### src/rtl/ifu_pkg.sv
// ifu_pkg: shared types and constants for the instruction fetch unit.
//   ifu_state_t      fetch FSM states (RUN, WAIT, DRAIN, HALT)
//   DEF_XLEN         default PC / address width
//   DEFAULT_RESET_PC default fetch PC loaded on reset
//   INST_NOP         canonical NOP (addi x0, x0, 0)
//   ILEN             instruction word width
package ifu_pkg;

   localparam int          DEF_XLEN         = 64;
   localparam logic [63:0] DEFAULT_RESET_PC = 64'h0000_0000_8000_0000;
   localparam int          ILEN             = 32;
   localparam logic [31:0] INST_NOP         = 32'h0000_0013;

   // RUN   : no request outstanding, may issue one
   // WAIT  : one request outstanding, its response will be kept
   // DRAIN : one request outstanding, its response is stale and dropped
   // HALT  : misaligned redirect seen, fetch stopped
   typedef enum logic [1:0] {
      RUN   = 2'd0,
      WAIT  = 2'd1,
      DRAIN = 2'd2,
      HALT  = 2'd3
   } ifu_state_t;

endpackage

### src/rtl/ifu_ibuf.sv
// ifu_ibuf: 2-entry FIFO of {pc, instruction} between fetch and decode.
// Ports:
//   clk, rst               clock, synchronous active-high reset
//   push_i, push_pc_i,
//   push_inst_i            write one entry at the tail
//   pop_i                  remove the head (ignored when empty)
//   flush_i                discard all entries; wins over push and pop
//   count_o                number of valid entries (0..2)
//   head_valid_o           count_o != 0
//   head_pc_o, head_inst_o head entry; NOP / zero when empty
module ifu_ibuf
   import ifu_pkg::*;
#(
   parameter int XLEN = DEF_XLEN
) (
   input  logic            clk,
   input  logic            rst,
   input  logic            push_i,
   input  logic [XLEN-1:0] push_pc_i,
   input  logic [ILEN-1:0] push_inst_i,
   input  logic            pop_i,
   input  logic            flush_i,
   output logic [1:0]      count_o,
   output logic            head_valid_o,
   output logic [XLEN-1:0] head_pc_o,
   output logic [ILEN-1:0] head_inst_o
);

   logic [XLEN-1:0] pc_q   [2];
   logic [ILEN-1:0] inst_q [2];
   logic            rd_ptr_q, rd_ptr_d;
   logic            wr_ptr_q, wr_ptr_d;
   logic [1:0]      count_q, count_d;
   logic            do_push, do_pop;

   assign do_push = push_i && !flush_i && (count_q != 2'd2);
   assign do_pop  = pop_i  && !flush_i && (count_q != 2'd0);

   always_comb begin
      rd_ptr_d = rd_ptr_q;
      wr_ptr_d = wr_ptr_q;
      count_d  = count_q;
      if (flush_i) begin
         rd_ptr_d = 1'b0;
         wr_ptr_d = 1'b0;
         count_d  = 2'd0;
      end else begin
         if (do_push) wr_ptr_d = ~wr_ptr_q;
         if (do_pop)  rd_ptr_d = ~rd_ptr_q;
         // simultaneous push and pop leaves the count unchanged
         case ({do_push, do_pop})
            2'b10:   count_d = count_q + 2'd1;
            2'b01:   count_d = count_q - 2'd1;
            default: count_d = count_q;
         endcase
      end
   end

   always_ff @(posedge clk) begin
      if (rst) begin
         rd_ptr_q <= 1'b0;
         wr_ptr_q <= 1'b0;
         count_q  <= 2'd0;
      end else begin
         rd_ptr_q <= rd_ptr_d;
         wr_ptr_q <= wr_ptr_d;
         count_q  <= count_d;
      end
   end

   // Payload storage needs no reset; validity is carried by count_q.
   always_ff @(posedge clk) begin
      if (do_push) begin
         pc_q[wr_ptr_q]   <= push_pc_i;
         inst_q[wr_ptr_q] <= push_inst_i;
      end
   end

   assign count_o      = count_q;
   assign head_valid_o = (count_q != 2'd0);
   assign head_pc_o    = head_valid_o ? pc_q[rd_ptr_q]   : '0;
   assign head_inst_o  = head_valid_o ? inst_q[rd_ptr_q] : INST_NOP;

endmodule

### src/rtl/ifu.sv
// ifu: instruction fetch unit.
// Holds the fetch PC, issues one word request at a time to instruction
// memory, buffers returned words with their PCs, and applies redirects.
//
// Handshakes: a transfer on a channel happens in a cycle where both its
// valid and ready are high at the rising edge. imem_req_valid/addr stay
// stable until accepted unless a redirect withdraws them. inst/inst_pc
// stay stable while inst_valid && !inst_ready. The memory response has no
// ready: it is taken in the cycle imem_resp_valid is high.
//
// Ports:
//   clk, rst                          clock, synchronous active-high reset
//   imem_req_valid/ready/addr         request channel (word aligned)
//   imem_resp_valid/data              response (>=1 cycle after accept)
//   redirect_valid/redirect_pc        pipeline redirect from execute
//   inst_valid/inst/inst_pc/inst_ready head of the fetch buffer to decode
//   fetch_fault                       sticky misaligned-redirect flag
module ifu
   import ifu_pkg::*;
#(
   parameter int              XLEN     = DEF_XLEN,
   parameter logic [XLEN-1:0] RESET_PC = DEFAULT_RESET_PC[XLEN-1:0]
) (
   input  logic            clk,
   input  logic            rst,
   output logic            imem_req_valid,
   input  logic            imem_req_ready,
   output logic [XLEN-1:0] imem_req_addr,
   input  logic            imem_resp_valid,
   input  logic [ILEN-1:0] imem_resp_data,
   input  logic            redirect_valid,
   input  logic [XLEN-1:0] redirect_pc,
   output logic            inst_valid,
   output logic [ILEN-1:0] inst,
   output logic [XLEN-1:0] inst_pc,
   input  logic            inst_ready,
   output logic            fetch_fault
);

   ifu_state_t      state_q, state_d;
   logic [XLEN-1:0] fetch_pc_q, fetch_pc_d;
   logic            fault_q, fault_d;

   logic            buf_push, buf_flush;
   logic [1:0]      buf_count;
   logic            req_fire;
   logic            redirect_misaligned;

   assign imem_req_valid      = (state_q == RUN) && (buf_count != 2'd2);
   assign imem_req_addr       = {fetch_pc_q[XLEN-1:2], 2'b00};
   assign req_fire            = imem_req_valid && imem_req_ready;
   assign redirect_misaligned = (redirect_pc[1:0] != 2'b00);

   always_comb begin
      state_d    = state_q;
      fetch_pc_d = fetch_pc_q;
      fault_d    = fault_q;
      buf_push   = 1'b0;
      buf_flush  = 1'b0;

      if (redirect_valid) begin
         buf_flush  = 1'b1;
         fetch_pc_d = redirect_pc;
         fault_d    = redirect_misaligned;
         // DRAIN whenever a request will still be outstanding after this edge
         case (state_q)
            RUN:     state_d = req_fire        ? DRAIN : RUN;
            WAIT:    state_d = imem_resp_valid ? RUN   : DRAIN;
            DRAIN:   state_d = imem_resp_valid ? RUN   : DRAIN;
            HALT:    state_d = RUN;
            default: state_d = RUN;
         endcase
         // a faulting redirect lands in HALT once nothing is in flight
         if (redirect_misaligned && (state_d == RUN)) state_d = HALT;
      end else begin
         case (state_q)
            RUN: begin
               if (req_fire) state_d = WAIT;
            end
            WAIT: begin
               if (imem_resp_valid) begin
                  buf_push   = 1'b1;
                  fetch_pc_d = fetch_pc_q + XLEN'(4);
                  state_d    = RUN;
               end
            end
            DRAIN: begin
               if (imem_resp_valid) state_d = fault_q ? HALT : RUN;
            end
            HALT:    state_d = HALT;
            default: state_d = RUN;
         endcase
      end
   end

   always_ff @(posedge clk) begin
      if (rst) begin
         state_q    <= RUN;
         fetch_pc_q <= RESET_PC;
         fault_q    <= 1'b0;
      end else begin
         state_q    <= state_d;
         fetch_pc_q <= fetch_pc_d;
         fault_q    <= fault_d;
      end
   end

   assign fetch_fault = fault_q;

   ifu_ibuf #(
      .XLEN (XLEN)
   ) u_ibuf (
      .clk          (clk),
      .rst          (rst),
      .push_i       (buf_push),
      .push_pc_i    (fetch_pc_q),
      .push_inst_i  (imem_resp_data),
      .pop_i        (inst_ready),
      .flush_i      (buf_flush),
      .count_o      (buf_count),
      .head_valid_o (inst_valid),
      .head_pc_o    (inst_pc),
      .head_inst_o  (inst)
   );

endmodule

### config.mk
export PLATFORM = sky130hd
export DESIGN_NAME = ifu
export DESIGN_NICKNAME = d
export VERILOG_FILES = /design/src/rtl/ifu_pkg.sv /design/src/rtl/ifu_ibuf.sv /design/src/rtl/ifu.sv
export SDC_FILE = /design/constraint.sdc
export NUM_CORES = 1
export LEC_CHECK = 0
export CORE_ASPECT_RATIO = 0.7
export CORE_UTILIZATION = 51
export CTS_CLUSTER_DIAMETER = 100
export CTS_CLUSTER_SIZE = 30
export DETAILED_ROUTE_END_ITERATION = 10
export PLACE_DENSITY = 0.79
export SYNTH_ARGS = -nofsm -noshare
export SYNTH_HDL_FRONTEND = slang
export SYNTH_SLANG_ARGS = --single-unit
### constraint.sdc
create_clock -name clk -period 9.13 [get_ports clk]
set_input_delay 2.739 -clock clk [delete_from_list [all_inputs] [get_ports clk]]
set_output_delay 2.739 -clock clk [all_outputs]
set_load 0.02 [all_outputs]
# Word-level counts from Yosys, hierarchy flattened

Memories as Yosys holds them, arrays and structs flattened. A register that Yosys moved wholly into a read port is not among the register bits.
Index checks and enable logic that the tools add are counted.
W data, S select, Z words.

Bitwise logic cells: 2
Add/subtract/negate cells: 3
Reduce and logical (&&, ||, !) cells: 19
Equal/unequal tests: 9
Mux-type cells: 27

Operators with widths:

| operator                | count |
|---|---|
| $mux W64                | 4 |
| $add A64 B3 Y64 const B | 1 |
| $mux W32                | 1 |
| $mux W2                 | 9 |
| $mux W1                 | 10 |
| $reduce_bool A2 Y1      | 5 |
| $ne A3 B3 Y1 const B    | 3 |
| $pmux W2 S4             | 1 |
| $logic_and A1 B1 Y1     | 7 |
| $eq A2 B2 Y1 const B    | 3 |
| $pmux W2 S3             | 1 |
| $eq A2 B1 Y1 const B    | 2 |
| $logic_not A2 Y1        | 2 |
| $pmux W2 S2             | 1 |
| $reduce_or A2 Y1        | 2 |
| $reduce_and A3 Y1       | 1 |
| $add A2 B1 Y2 const B   | 1 |
| $ne A2 B2 Y1 const B    | 1 |
| $not A1 Y1              | 2 |
| $reduce_and A2 Y1       | 1 |
| $sub A2 B1 Y2 const B   | 1 |
| $logic_not A1 Y1        | 1 |

Word-level logic and storage cells: 68
Input port bits: 102
Memories: 2
Memory bits (writable): 192
Flip-flop bits (word level): 71
Output and inout bits: 163

Memories:

| memory        | words | width | read ports | clocked after Yosys merged registers in | write ports | line           | text |
|---|---|---|---|---|---|---|---|
| u_ibuf.pc_q   | 2     | 64    | 1          | 1                                       | 1           | ifu_ibuf.sv:29 | `logic [XLEN-1:0] pc_q [2];` |
| u_ibuf.inst_q | 2     | 32    | 1          | 1                                       | 1           | ifu_ibuf.sv:30 | `logic [ILEN-1:0] inst_q [2];` |

# Logic depth before layout (Yosys ltp)

Depth after elaboration: 10
Depth in mapped cells: 9
Gate-level depth less buffers: 9

# Cells and area by module

From an unflattened synthesis, not the netlist that was laid out.

Cell total of the unflattened synthesis: 977
Area total of the unflattened synthesis: 11,795.1 um^2

Modules (own cells, without submodules):

| module   | instances | cells each | sequential area each (um^2) | area an instance (um^2) |
|---|---|---|---|---|
| ifu_ibuf | 1         | 433        | 5,865.6                     | 7,447.1 |
| ifu      | 1         | 544        | 1,341.3                     | 4,347.9 |

# Least setup slack after synthesis

OpenSTA, ideal clock, no wires.

Path kind: input-to-reg
From: in redirect_valid
To: mem u_ibuf.inst_q[0][0] (enable)
Buffers on the path: 2
Setup time: 0.552 ns
Path slack: 1.030 ns
Stages on the path: 6
Required time: 8.578 ns
Arrival: 7.547 ns
Cells stage by stage: clkbuf_1 > inv_1 > clkbuf_1 > and3_1 > inv_1 > nor2_1

Cells in the longest elaborated chain, start to end: 6
Elaborated cells on any way between the ends: 7
Those cells by class: mux (4); reduce/logical (3)

RTL lines:

| element                             | line           | text |
|---|---|---|
| start: declaration                  | ifu.sv:31      | `input logic redirect_valid,` |
| $mux W1                             | ifu.sv:61      | `if (redirect_valid) begin` |
| $logic_not A1 Y1                    | ifu_ibuf.sv:36 | `assign do_push = push_i && !flush_i && (count_q != 2'd2);` |
| $logic_and A1 B1 Y1 * (2 in series) | ifu_ibuf.sv:36 |  |
| $mux W1 *                           | ifu_ibuf.sv:73 | `if (do_push) begin` |
| $mux W1 (implied by the code) *     | ifu_ibuf.sv:75 | `inst_q[wr_ptr_q] <= push_inst_i;` |
| end: declaration                    | ifu_ibuf.sv:30 |  |

Every way passes the cells marked *; elsewhere a longest branch is shown, timed or not.

==> out/qor.yml <==
pre_cts_slack_ns: 3.31
reg2reg_depth: 8
combPwrFrac: 0.099
drv_cap: 0
vdd_drop_max_mv: 0.123
leakage_uw: 0.00453
crit_slowest_cell: "dfxtp_4"
path_depth: 4
layout_common_cells: "clkdlybuf4s50_1 (260), edfxtp_1 (192), nor2_1 (162)"
first_iter_violations: 811
numCtsBuffers: 12
gp_congestion: 0.847
drv_slew: 0
grt_pass1_wl_um: 45600
p_seq_frac: 0.619
max_stage_delay_ns: 1.02
fmax_ghz: 0.168
area_delta_synth_final_pct: 22.8
power_uw: 2210
final_antenna_net_count: 0
ios: 265
drt_wl_total_um: 30100
p_int_uw: 1700
grt_max_degree: 103
syn_avg_cell_area_um2: 11.6
ys_seq_area_frac: 0.600
finalClockSkew_ns: 0.0249
path_clk_slew_ns: 0.11
tightest_slew_ns: 1.09
cpLargestDelayFamily: "buffers and inverters"
grt_use_total: 0.245
fillCellCount: 1787
die_width_um: 185
final_common_cell: "clkdlybuf4s50_1"
hold_depth: 0
yosys_warnings: 0
die_area_um2: 24200
synthArstFlopShare: 0
drive_gt1_frac: 0.0348
cp_max_fo: 60
r2r-start: "state_q[1]$_SDFFE_PP0P_"
grt_pass1_vias: 8027
root_buffer: "clkbuf_16"
clock_latency_ns: 0.49
period_share: 0.650
rsz0062_at_grt: "no"
cts_sinks: 264
cts_tree: "done"
setup_violations: 0
synth-seq-cells: 264
dp_hpwl_um: 20800
rrSetupSlack_ns: 5.97
relSlewSlack: 0.274
outcome: "finished, final reports clean"
seqCellArea_um2: 7210
syn-cell-area_um2: 12000
cp.required_ns: 6.39
ctsResizeCount: 0
critPathKind: "flip-flop to primary output"
fin_ws_ns: 3.19
hold_path_class: "flip-flop to flip-flop"
clockBufferDepth: 3
routed_via_density: 5.71
antenna_found_initial: 2
post_drt_wl_per_cell_um: 19.8
io_buffers: 262
drc: 0
period_minus_slack_ns: 5.94
first_pass_iters: 5
syn_inst: 1034
finalSetupTns_ns: 0
cp.arrival_ns: 3.20
gr-total-overflow: 0
end_kind: "primary output"
sw_frac_of_total: 0.234
cp_num_buf_inv: 2
r2r-end: "u_ibuf.pc_q[0][41]$_DFFE_PP_"
num_vias: 8669
h-tree-depth: 1
post-cts-setup-buffers: 0
worstHoldStart: "fetch_pc_q[0]$_SDFFE_PP0P_"
hold_buffers: 0
ys.flop_type: "edfxtp_1"
timing_hold_violations_final: 0
finalNetCount: 1309
path_cells: "buf_4 > mux2i_1 > nor2_1 > clkdlybuf4s50_1"
hold_path_end: "u_ibuf.pc_q[0][0]$_DFFE_PP_"
start_util: 0.525
synth-edff-count: 192
coreArea_um2: 22900
multiInputGateArea_um2: 4090
p_sw_uw: 517
floorplan.rows: 46
synth_cell_types: 59
powerDensity_nw_per_um2: 150
die_h_um: 130
p_clk_frac: 0.282
cp-start-kind: "flip-flop"
==> state kept, by name, indices dropped and copies added, names as in the netlist, named ones only <==
register / cells
u_ibuf.inst_q: 64
fetch_pc_q: 64
u_ibuf.pc_q: 128
u_ibuf.count_o: 2
u_ibuf.wr_ptr_q: 1
fetch_fault: 1
u_ibuf.rd_ptr_q: 1
state_q: 2
==> worst max-delay path by stage <==
stage | from | end | slack [ns]
3_3_place_gp | imem_resp_valid | u_ibuf.pc_q[0][36]$_DFFE_PP_ | 3.41
2_1_floorplan | redirect_valid | u_ibuf.inst_q[0][0]$_DFFE_PP_ | 1.03
6_report | flip-flop | inst_pc[20] | 3.19
3_5_place_dp | imem_resp_valid | u_ibuf.pc_q[0][40]$_DFFE_PP_ | 3.31
5_1_grt | flip-flop | inst_pc[20] | 2.96
4_1_cts | flip-flop | inst_pc[20] | 3.12
==> through the flow <==
stage,hold slack (ns),utilization,instance area [µm²],instances
detailed placement,0.446,0.629,14400,1498
floorplan,0.425,-,12000,1035
CTS,0.457,0.644,14800,1518
global route,0.461,0.644,14800,1519
finish,0.464,0.644,14800,1519
global placement,0.433,0.629,14400,1498
==> power groups by stage <==
stage | sequential [µW] | combinational [µW] | clock (µW)
final | 1370 | 219 | 626
after global routing | 1380 | 235 | 679
after CTS | 1370 | 220 | 636
after detailed placement | 1400 | 219 | 0
after global placement | 1390 | 215 | 0
after floorplan | 1380 | 132 | 0
==> synth_stat cells (3+ instances only) <==
library cell  count  area, µm²
and4_1            5       43.8
nor3_1           25        125
buf_1             8       30.0
xor2_1           15        131
a21oi_1          19       95.1
nand2_1          55        206
or4_1            14        105
buf_4            64        480
ha_1              7       87.6
a211oi_1         26        195
a311oi_1         13        114
or3_2             3       22.5
or3_1            12       75.1
o211ai_1          3       22.5
nand3_1          34        170
and3_1            5       31.3
edfxtp_1        192       5770
nand2b_1          3       18.8
a311o_1           3       30.0
nor4_1           23        144
o31ai_1           6       45.0
a31oi_1           4       25.0
xnor2_1          22        193
dfxtp_1          72       1440
nor2_1          164        616
inv_1            13       48.8
mux2i_1         105       1050
clkbuf_1         43        161
nand4_1          28        175
o21ai_0          11       55.1
==> worst reg2reg max path, stage by stage, from the launching register on <==
cell and delay [ns]:
dfxtp_1 0.35, inv_1 0.11, ha_1 0.27, and2_0 0.33, and3_1 0.27, inv_1 0.10
nor2_4 0.08, buf_4 0.49, buf_4 0.73
==> cell type report <==
class | count | area share
sequential | 264 | 0.488
multi-input combinational | 640 | 0.277
timing repair buffer | 269 | 0.181
tap | 312 | 0.0264
clock buffer | 19 | 0.0236
inverter | 13 | 0.00339
clock inverter | 1 | 0.000593
antenna | 1 | 0.000170
==> cell families (layout without fill, tap and decap cells) <==
kind of cell	Yosys count	count (layout)	synth area share
and+or+nand+nor	392	392	0.159
DFF	264	264	0.600
buffers and inverters	131	302	0.0621
muxes	105	105	0.0874
AOI/OAI and AO/OA	97	97	0.0570
xor gates and xnor gates	37	37	0.0270
adders and majority gates	7	7	0.00729
other	1	3	0.000312
==> metal layers <==
metal	routed length (µm)	vias up	part of all wire	global-route usage
li1	-	4055	-	-
met1	13800	4196	0.46	0.367
met2	13200	389	0.44	0.370
met3	2780	27	0.092	0.0535
met4	310	2	0.010	0.0404
met5	13	-	0.00043	0
Note: power is estimated with default switching activity, not from simulation.
